File: src/rtl/mem_port_arbiter.sv
// Round-robin arbiter sharing one memory port among NUM_REQ requesters.
// One outstanding transaction at a time; a watchdog turns a stalled access into an error response.
module mem_port_arbiter #(
   parameter int NUM_REQ        = 3,
   parameter int ADDR_WIDTH     = 32,
   parameter int DATA_WIDTH     = 32,
   parameter int TIMEOUT_CYCLES = 255
) (
   input  logic                             clk,
   input  logic                             reset,
   input  logic [NUM_REQ-1:0]               req_read,
   input  logic [NUM_REQ-1:0]               req_write,
   input  logic [NUM_REQ*ADDR_WIDTH-1:0]    req_addr,
   input  logic [NUM_REQ*DATA_WIDTH-1:0]    req_wdata,
   output logic [NUM_REQ-1:0]               rsp_valid,
   output logic [NUM_REQ-1:0]               rsp_error,
   output logic [DATA_WIDTH-1:0]            rsp_rdata,
   output logic                             memory_read_request,
   output logic                             memory_write_request,
   output logic [ADDR_WIDTH-1:0]            memory_addr,
   output logic [DATA_WIDTH-1:0]            memory_write_data,
   input  logic                             memory_response,
   input  logic [DATA_WIDTH-1:0]            memory_read_data,
   output logic                             busy,
   output logic [$clog2(NUM_REQ)-1:0]       grant_id
);
   localparam int GW = $clog2(NUM_REQ);
   localparam int CW = (TIMEOUT_CYCLES > 1) ? $clog2(TIMEOUT_CYCLES + 1) : 1;

   typedef enum logic [1:0] {IDLE, WAIT, RESP} state_t;

   state_t                 state_q, state_d;
   logic [GW-1:0]          ptr_q, ptr_d, gid_q, gid_d;
   logic [ADDR_WIDTH-1:0]  addr_q, addr_d;
   logic [DATA_WIDTH-1:0]  wdata_q, wdata_d, rdata_q, rdata_d;
   logic                   rd_q, rd_d, wr_q, wr_d, busy_q, busy_d;
   logic [NUM_REQ-1:0]     valid_q, valid_d, err_q, err_d;
   logic [CW-1:0]          cnt_q, cnt_d;

   logic [NUM_REQ-1:0]     active;
   logic                   found, timeout;
   logic [GW-1:0]          win;
   int                     idx;

   assign active  = req_read | req_write;
   // cnt_q counts completed WAIT cycles, so the abort lands at the end of the TIMEOUT_CYCLES-th one
   assign timeout = (TIMEOUT_CYCLES != 0) && (cnt_q == CW'(TIMEOUT_CYCLES - 1));

   always_comb begin
      found = 1'b0;
      win   = '0;
      idx   = 0;
      for (int k = 1; k <= NUM_REQ; k++) begin
         idx = int'(ptr_q) + k;
         if (idx >= NUM_REQ) idx = idx - NUM_REQ;
         if (!found && active[idx]) begin
            found = 1'b1;
            win   = GW'(idx);
         end
      end
   end

   always_comb begin
      state_d = state_q;
      ptr_d   = ptr_q;
      gid_d   = gid_q;
      addr_d  = addr_q;
      wdata_d = wdata_q;
      rd_d    = rd_q;
      wr_d    = wr_q;
      cnt_d   = cnt_q;
      valid_d = '0;
      err_d   = '0;
      rdata_d = '0;
      case (state_q)
         IDLE: if (found) begin
            state_d = WAIT;
            ptr_d   = win;
            gid_d   = win;
            addr_d  = req_addr[int'(win)*ADDR_WIDTH +: ADDR_WIDTH];
            wdata_d = req_wdata[int'(win)*DATA_WIDTH +: DATA_WIDTH];
            wr_d    = req_write[win];
            rd_d    = !req_write[win];
            cnt_d   = '0;
         end
         WAIT: begin
            if (memory_response || timeout) begin
               state_d = RESP;
               rd_d    = 1'b0;
               wr_d    = 1'b0;
               for (int i = 0; i < NUM_REQ; i++) begin
                  valid_d[i] = (gid_q == GW'(i));
                  err_d[i]   = (gid_q == GW'(i)) && !memory_response;
               end
               if (memory_response && rd_q) rdata_d = memory_read_data;
            end else begin
               cnt_d = cnt_q + CW'(1);
            end
         end
         RESP:    state_d = IDLE;
         default: state_d = IDLE;
      endcase
      busy_d = (state_d != IDLE);
   end

   always_ff @(posedge clk) begin
      if (reset) begin
         state_q <= IDLE;
         ptr_q   <= GW'(NUM_REQ - 1);
         gid_q   <= '0;
         addr_q  <= '0;
         wdata_q <= '0;
         rdata_q <= '0;
         rd_q    <= 1'b0;
         wr_q    <= 1'b0;
         busy_q  <= 1'b0;
         valid_q <= '0;
         err_q   <= '0;
         cnt_q   <= '0;
      end else begin
         state_q <= state_d;
         ptr_q   <= ptr_d;
         gid_q   <= gid_d;
         addr_q  <= addr_d;
         wdata_q <= wdata_d;
         rdata_q <= rdata_d;
         rd_q    <= rd_d;
         wr_q    <= wr_d;
         busy_q  <= busy_d;
         valid_q <= valid_d;
         err_q   <= err_d;
         cnt_q   <= cnt_d;
      end
   end

   assign rsp_valid            = valid_q;
   assign rsp_error            = err_q;
   assign rsp_rdata            = rdata_q;
   assign memory_read_request  = rd_q;
   assign memory_write_request = wr_q;
   assign memory_addr          = addr_q;
   assign memory_write_data    = wdata_q;
   assign busy                 = busy_q;
   assign grant_id             = gid_q;

endmodule

File: config.mk
export PLATFORM = sky130hd
export DESIGN_NAME = mem_port_arbiter
export DESIGN_NICKNAME = d
export VERILOG_FILES = /design/src/rtl/mem_port_arbiter.sv
export SDC_FILE = /design/constraint.sdc
export NUM_CORES = 1
export LEC_CHECK = 0
export ABC_AREA = 1
export BUFFER_PORTS_ARGS = -buffer_cell sky130_fd_sc_hd__buf_2
export CAP_MARGIN = 10
export CORE_ASPECT_RATIO = 1.25
export CORE_MARGIN = 2
export CORE_UTILIZATION = 35
export DETAILED_ROUTE_END_ITERATION = 6
export GPL_TIMING_DRIVEN = 0
export PLACE_DENSITY = 0.71
export REMOVE_ABC_BUFFERS = 1
export SYNTH_ARGS = -nofsm -noshare
export SYNTH_HDL_FRONTEND = slang
export SYNTH_SLANG_ARGS = --single-unit
File: constraint.sdc
create_clock -name clk -period 2.9 [get_ports clk]
set_input_delay 0.29 -clock clk [delete_from_list [all_inputs] [get_ports clk]]
set_output_delay 0.29 -clock clk [all_outputs]
set_load 0.1 [all_outputs]
==> out/results.txt, run 1 <==
number of global-route vias before repair - 6641
Worst Hold Path EP - rsp_rdata[24]
die width - 121 um
Register-to-Register Path Depth - 15
CP most frequent cell - nand2_1
commonest cells in the synthesized netlist - 290 x nand2_1, 167 x inv_1, 118 x dfxtp_1
CP startpoint kind - flip-flop
Core ar. - 16800 um^2
GPL Wtd Cong - 0.900
Starting Density - 0.358
share of layout cells above drive strength 1 - 0.334
HP Start - memory_read_data[24]
final instance count without filler cells - 1501
number of detailed-route iterations in the first pass - 5
clk_skew - 7.09 ps
Post-synth EDFFs - 0
RR Endpoint - memory_write_data[9]
Max Freq - 380 MHz
M1 WL - 8690 um
status - finished clean
P&R area growth vs syn - 45.4%
setup TNS - 0 ps
asr flop ratio synth - 0
clock buffer depth - 2
total placed cells including tap cells - 1442
Synth area leader - dfxtp_1
IO Port Bufs - 339
met3 wire len - 1600 um
initial DRC count - 412
fin crit share - 0.908
Critical Path Sink Type - flip-flop
pre-CTS setup slack - -1090 ps
met2 wire len - 11200 um
top-count cell post-synth - nand2_1
CP max stage cell - dfxtp_4
Top delay family on crit path - simple AND/OR/NAND/NOR gates
initial antenna violation count - 1
syn avg cell area - 6.42 um^2
hpwl dp - 13700 um
IO Pins - 340
Layout Nets - 1506
sequential area share after synthesis - 0.394
WS Path Type - reg -> reg
final setup margin - 267 ps
synth top area cells - dfxtp_1 39%, nand2_1 18%, inv_1 10%, a21oi_1 8.2%, nand3_1 6.4%
Critical Path Stages - 15
Clock transition at path regs - 60 ps
fin. max-slew vios - 0
die height - 150 um
HP Class - in -> reg
via count - 6989
Reg2Reg Setup Slack - 270 ps
synthesized area - 6000 um^2
H-tree levels - 4
most used flip-flop cell after synthesis - dfxtp_1
Buf/Inv on CP - 5
DR WL/cell - 14.8 um
Rows - 53
Die Area - 18200 um^2
Critical Path RT - 3230 ps
Slew headroom - 0.0480
Clock Tree Root - clkbuf_16
Max-cap violations - 0
RSZ-0062 raised after global routing - false
Mapped Cells - 934
worst skew pair latency - 410 ps
Unique masters post-synth - 27
# clock sinks - 118
Worst Path Arrival - 2960 ps
CTS tree - yes
Least-Margin Pin Slew - 1420 ps
GRT Residual Overflow - 0
largest net degree at the start of global routing - 65
# DRC - 0
crit-path max FO - 32
Critical Path, Cell by Cell - inv_4, ha_2, inv_2, nand2_1, nand2_1, nor2_1, nor2_2, inv_2, nand2_8, nand2_8, inv_6, nand3_1, nand2_1, inv_1, a21oi_1
Setup violations, final - 0
Worst path max stage delay - 430 ps
min Tclk post-route - 2630 ps
Hold WS - 91.7 ps
DR vias/cell - 4.66
Synth Register Bits - 118
first-pass GRT wire length - 33000 um
final hold vios - 0
Routed WL - 22100 um
reg-to-reg startpoint - ptr_q[0]
GRT Overall Usage - 0.234
TritonCTS Buffers - 17
hold_buf cts - 0
Post-DRT Antenna Nets - 0
area share of the largest cell type after synthesis - 0.394
Yosys warnings - 0
Min-Delay Path Depth - 3
highest metal used - met4
[what timing repair did]
action	4_1_cts	5_1_grt
setup buffers	11	4
gates cloned	9	2
pin swaps	5	5
resized for setup	28	7
setup endpoints to repair	78	79
[how the worst max path moves through the flow]
stage	startpoint	end	slack (ps)
after floorplan	ptr_q[0]	memory_addr[10]	-1730
after global placement	ptr_q[0]	memory_addr[30]	-2620
after detailed placement	ptr_q[0]	memory_write_data[19]	-1090
after CTS	ptr_q[0]	memory_addr[3]	20
after global routing	ptr_q[0]	memory_read_request	60
final	ptr_q[0]	memory_write_data[9]	270
[cells in the final DEF, fill, tap and decap left out, drive strengths merged, types with 6 or more instances in the layout]
cell type    n
a21oi       98
buf        356
clkbuf      20
clkinvlp     6
dfxtp      118
ha           6
inv        174
nand2      301
nand3       86
nor2        53
o21ai       36
[layer usage]
layer	global-route usage	up-vias
met5	0	-
met4	0.103	0
met3	0.0568	44
met2	0.422	295
met1	0.258	3113
li1	-	3537
[tightest hold or removal path, cell delays in order]
cell	delay, ps
buf_2	90
inv_1	40
nor2_1	30
[cell families (layout without fill, tap and decap cells)]
group,count (synthesis),in the layout,share of synthesized area
simple gates,443,452,0.312
buf+inv,225,562,0.160
compound gates,139,139,0.117
flops,118,118,0.394
fa+ha+maj,6,6,0.0125
xor+xnor,3,3,0.00438
other cells,0,1,0
[metrics by stage]
stage | cell area [um^2] | util
after CTS | 8640 | 0.515
after floorplan | 5680 | -
after global routing | 8720 | 0.520
after detailed placement | 7720 | 0.460
after global placement | 7660 | 0.456
final | 8720 | 0.520
[state kept, by name (all words and copies together) (netlist names)]
name and flops:
memory_addr 32, rsp_valid 3, memory_write_request 1, busy 1, ptr_q 2, grant_id 1
cnt_q 8, rsp_rdata 32, memory_read_request 1, memory_write_data 32, rsp_error 3, state_q 2
[layout make-up]
type / instances / area (um^2)
fill: 1698 / 8060
multi-input combinational: 600 / 2890
sequential: 118 / 2370
timing repair buffer: 356 / 1910
inverter: 172 / 684
clock buffer: 20 / 447
tap: 220 / 275
clock inverter: 12 / 128
timing repair inverter: 2 / 16.3
antenna: 1 / 2.50
Power of run 1 is not shown: default switching activity piles up to over one toggle a cycle in this logic, so the estimate is an artifact.
==> inputs of run 2 (changes only) <==
==> constraint.sdc (replaced) <==
create_clock -name clk -period 2.5 [get_ports clk]
set_input_delay 0.25 -clock clk [delete_from_list [all_inputs] [get_ports clk]]
set_output_delay 0.25 -clock clk [all_outputs]
set_load 0.1 [all_outputs]
==> run 2 against run 1 <==
Effect of this change:
- sequential cell count did not move
- critical endpoint is now rsp_rdata[27]
- critical path type is now in -> reg
- sequential share of layout area fell by 0.73 points
- die area did not move
- clock-buffer cell count did not move
- highest routed layer unchanged
- hold slack got worse by 39 ps
==> out/results.txt, run 2 (synthesis results as in run 1) <==
crit-path max FO - 46
H-tree levels - 4
final setup margin - 137 ps
DR WL/cell - 15.1 um
WS Path Type - in -> reg
IO Pins - 340
number of global-route vias before repair - 6763
number of detailed-route iterations in the first pass - 5
Critical Path RT - 2800 ps
status - finished clean
CP startpoint kind - input port
Slew headroom - 0.316
Core ar. - 16800 um^2
Die Area - 18200 um^2
fin crit share - 0.945
leading cell types in the layout, fill and taps excluded - 339 x buf_2, 286 x nand2_1, 163 x inv_1
# clock sinks - 118
initial antenna violation count - 2
GRT Overall Usage - 0.243
Rows - 53
P&R area growth vs syn - 49.5%
via count - 7098
final hold vios - 0
IO Port Bufs - 339
DR vias/cell - 4.69
Max Freq - 423 MHz
CTS tree - yes
Max-cap violations - 0
Routed WL - 22800 um
Worst Path Arrival - 2660 ps
GPL Wtd Cong - 0.900
hpwl dp - 13700 um
Post-DRT Antenna Nets - 0
# DRC - 0
min Tclk post-route - 2360 ps
TritonCTS Buffers - 17
die height - 150 um
fin. max-slew vios - 0
Starting Density - 0.358
Critical Path Sink Type - flip-flop
clk_skew - 5.61 ps
share of layout cells above drive strength 1 - 0.348
die width - 121 um
hold_buf cts - 0
Clock Tree Root - clkbuf_16
clock buffer depth - 2
GRT Residual Overflow - 0
largest net degree at the start of global routing - 65
pre-CTS setup slack - -1490 ps
Layout Nets - 1518
first-pass GRT wire length - 34100 um
HP Class - in -> reg
Setup violations, final - 0
Clock transition at path regs - 60 ps
initial DRC count - 436
worst skew pair latency - 400 ps
Least-Margin Pin Slew - 1030 ps
Layout Utilization - 0.535
most common cell after layout, fill and taps aside - buf_2
-- run 2: final timing paths --
check | start | to | cells past startpoint | slack (ps)
worst min-delay path | memory_read_data[24] | rsp_rdata[24] | 3 | 50
worst max register to register | ptr_q[0] | memory_addr[3] | 16 | 150
worst max-delay path | reset | rsp_rdata[27] | 5 | 140
worst min register to register | memory_write_request | memory_write_request | 2 | 490
-- run 2: through the flow --
| stage | setup TNS [ps] | area [um^2] | hold WS [ps] | cells |
|---|---|---|---|---|
| 3_5_place_dp | -109770 | 7720 | 469 | 1442 |
| 6_report | 0 | 8970 | 52.6 | 1514 |
| 5_1_grt | -12.5 | 8970 | 32.6 | 1514 |
| 3_3_place_gp | -234090 | 7660 | 462 | 1440 |
| 4_1_cts | 0 | 8880 | 30.1 | 1507 |
| 2_1_floorplan | -153780 | 5680 | 319 | 881 |
-- run 2: area by class of cell --
class,count,area [um^2]
fill,1680,7810
multi-input combinational,601,2960
sequential,118,2370
timing repair buffer,366,2070
inverter,172,696
clock buffer,20,447
tap,220,275
clock inverter,12,128
timing repair inverter,3,23.8
antenna,2,5.00
-- run 2: layer usage --
layer | share of wire | up-vias | routed length, um | GRT usage
li1 | - | 3569 | - | -
met1 | 0.38 | 3180 | 8760 | 0.267
met2 | 0.51 | 308 | 11700 | 0.443
met3 | 0.075 | 41 | 1700 | 0.0606
met4 | 0.027 | 0 | 619 | 0.102
met5 | 0 | - | 0 | 0
-- run 2: repair_timing --
action,in CTS,in global routing
gates resized for setup,39,10
gates cloned,13,1
buffers inserted,20,4
pin swaps,12,5
setup endpoints to repair,79,74
-- run 2: critical path, cell delays in order --
cell and delay, ps:
buf_2 750, clkinvlp_4 700, nand4_1 630, buf_16 230, nor2_1 50
Power of run 2 is left out for the same reason.
==> inputs of run 3 (changes only) <==
==> config.mk (replaced) <==
export PLATFORM = sky130hd
export DESIGN_NAME = mem_port_arbiter
export DESIGN_NICKNAME = d
export VERILOG_FILES = /design/src/rtl/mem_port_arbiter.sv
export SDC_FILE = /design/constraint.sdc
export NUM_CORES = 1
export LEC_CHECK = 0
export BUFFER_PORTS_ARGS = -buffer_cell sky130_fd_sc_hd__buf_2
export CAP_MARGIN = 10
export CORE_AREA = 2 2 132 134
export DETAILED_ROUTE_END_ITERATION = 6
export DIE_AREA = 0 0 134 136
export GPL_TIMING_DRIVEN = 0
export PLACE_DENSITY = 0.65
export REMOVE_ABC_BUFFERS = 1
export SYNTH_ARGS = -nofsm -noshare
export SYNTH_HDL_FRONTEND = slang
export SYNTH_SLANG_ARGS = --single-unit
==> run 3 against run 2 <==
Effect of this change:
- the run now ends with setup timing left
- cell count fell by 25%
- sequential share of layout area rose by 2.9 points
- hold slack got worse by 23 ps
- first-iteration DRC count fell by 22%
- wire length fell by 19%
- critical endpoint is now memory_read_request
==> out/results.txt, run 3 <==
status - finished, violations left
failing checks - setup timing
largest net degree at the start of global routing - 47
initial antenna violation count - 2
Routed WL - 18400 um
Hold WS - 29.9 ps
Fill cells - 1648
Power Dens Cells - 1640 nW/um^2
worst skew pair latency - 410 ps
GPL Wtd Cong - 0.859
die width - 134 um
Slew headroom - 0.365
# clock sinks - 118
asr flop ratio synth - 0
Critical Path RT - 2850 ps
simple-gate share of the synthesized area - 0.290
CP startpoint kind - flip-flop
Worst Path Arrival - 2980 ps
Unique masters post-synth - 45
Critical Path Sink Type - flip-flop
first-pass GRT wire length - 26700 um
number of detailed-route iterations in the first pass - 5
DR WL/cell - 16.3 um
fin. max-slew vios - 0
DR vias/cell - 4.84
Post-synth EDFFs - 0
Least-Margin Pin Slew - 952 ps
commonest cells in the synthesized netlist - 118 x dfxtp_1, 82 x nand2_1, 49 x nor2_1
hpwl dp - 12300 um
leakage power - 3.97 nW
Max Freq - 380 MHz
P&R area growth vs syn - 67.2%
syn avg cell area - 9.25 um^2
synthesized area - 4830 um^2
IO Port Bufs - 339
final setup margin - -130 ps
Synth Area in Adders - 0.0155
Synth Area in Compound Gates - 0.148
synth top area cells - dfxtp_1 49%, a222oi_1 7.3%, nand2_1 6.4%, nor4_2 5.2%, and2_1 4.1%
Multi-input gate area - 2530 um^2
Synth Register Bits - 118
fin crit share - 1.05
GRT Residual Overflow - 0
hold_buf cts - 0
Post-DRT Antenna Nets - 0
Die Area - 18200 um^2
Area after DPL - 6750 um^2
maximum vdd drop - 1000 uV
Setup violations, final - 68
HP Class - in -> reg
final hold vios - 0
Core ar. - 16900 um^2
Sequential Area - 2370 um^2
setup TNS - -5940 ps
Mapped Cells - 522
Synth area leader - dfxtp_1
initial DRC count - 339
Total Power - 13.3 mW
# DRC - 0
number of global-route vias before repair - 5087
largest family of logic cells by synthesized area - simple AND/OR/NAND/NOR gates
CTS tree - yes
clk_skew - 9.40 ps
Layout Nets - 1133
via count - 5478
TritonCTS Buffers - 17
top-count cell post-synth - dfxtp_1
share of layout cells above drive strength 1 - 0.538
RSZ-0062 raised after global routing - true
leading cell types in the layout, fill and taps excluded - 339 x buf_2, 116 x dfxtp_1, 77 x nand2_1
most used flip-flop cell after synthesis - dfxtp_1
Clock Tree Root - clkbuf_16
sequential area share after synthesis - 0.489
area share of the largest cell type after synthesis - 0.489
crit-path max FO - 7
mux cell area share after synthesis - 0.00233
GRT Overall Usage - 0.190
IO Pins - 340
WS Path Type - reg -> reg
Starting Density - 0.286
die height - 136 um
Layout Utilization - 0.479
Yosys warnings - 0
most common cell after layout, fill and taps aside - buf_2
Clock transition at path regs - 50 ps
Synth Area in XOR/XNOR - 0.0109
Max-cap violations - 0
Rows - 48
Final Cell Area - 8080 um^2
H-tree levels - 4
min Tclk post-route - 2630 ps
clock buffer depth - 2
==> run 3: cell types whose count changed after synthesis, moves of 33 or more <==
cell      change
nor3_1       +33
inv_1       -162
a21oi_1      -90
nand3_1      -73
o21ai_0      -35
a222oi_1     +35
nand2_1     -208
==> run 3: report_power, final <==
part	total (mW)	leakage, nW	internal (mW)	switching [mW]
combinational	8.26	2.72	2.52	5.75
clock	2.41	0.277	1.56	0.846
sequential	2.59	0.969	2.36	0.236
==> run 3: stage by stage <==
| step | cells | setup WS [ps] |
|---|---|---|
| finish | 1132 | -130 |
| global route | 1131 | -268 |
| CTS | 1117 | -78.5 |
| detailed placement | 1052 | -1230 |
| global placement | 1047 | -3390 |
| floorplan | 483 | -2250 |
==> run 3: area by class of cell <==
| class | instances | share of cell area |
|---|---|---|
| multi-input combinational | 364 | 0.314 |
| sequential | 118 | 0.293 |
| timing repair buffer | 388 | 0.283 |
| clock buffer | 23 | 0.0604 |
| tap | 225 | 0.0349 |
| clock inverter | 7 | 0.0119 |
| inverter | 5 | 0.00279 |
| antenna | 2 | 0.000620 |
==> run 3: critical path, cell delays in order, from the launching register on <==
cell	delay [ps]
dfxtp_4	370
clkinvlp_4	160
ha_4	350
buf_6	120
o21ai_4	60
a221oi_4	530
a21oi_4	130
buf_6	160
or3b_4	370
a31oi_4	180
a32o_1	140
==> run 3: final timing paths <==
check / startpoint / endpoint / slack, ps / cells after the start
min: req_addr[18] / memory_addr[18] / 30 / 3
min reg2reg: memory_write_request / memory_write_request / 470 / 2
max: ptr_q[0] / memory_read_request / -130 / 10
max reg2reg: ptr_q[0] / memory_read_request / -130 / 10
==> run 3: repair_timing <==
| item | CTS | global route |
|---|---|---|
| resized for setup | 32 | 30 |
| pin swaps | 24 | 8 |
| gates cloned | 3 | 3 |
| buffers inserted | 32 | 9 |
| endpoints found under the setup margin | 78 | 75 |
==> run 3: cells by family after synthesis <==
group	count (synthesis)
AOI/OAI and AO/OA	86
and+or+nand+nor	261
xor gates and xnor gates	6
adders and majority gates	6
muxes	1
buffers and inverters	44
DFF	118
==> run 3: metal layers <==
layer  share of wire  wire [um]  global-route usage
met4           0.023        433              0.0768
met5               0          0                   0
met3           0.087       1600              0.0630
met2            0.50       9270               0.334
met1            0.39       7120               0.211
(Power assumes the default switching activity.)
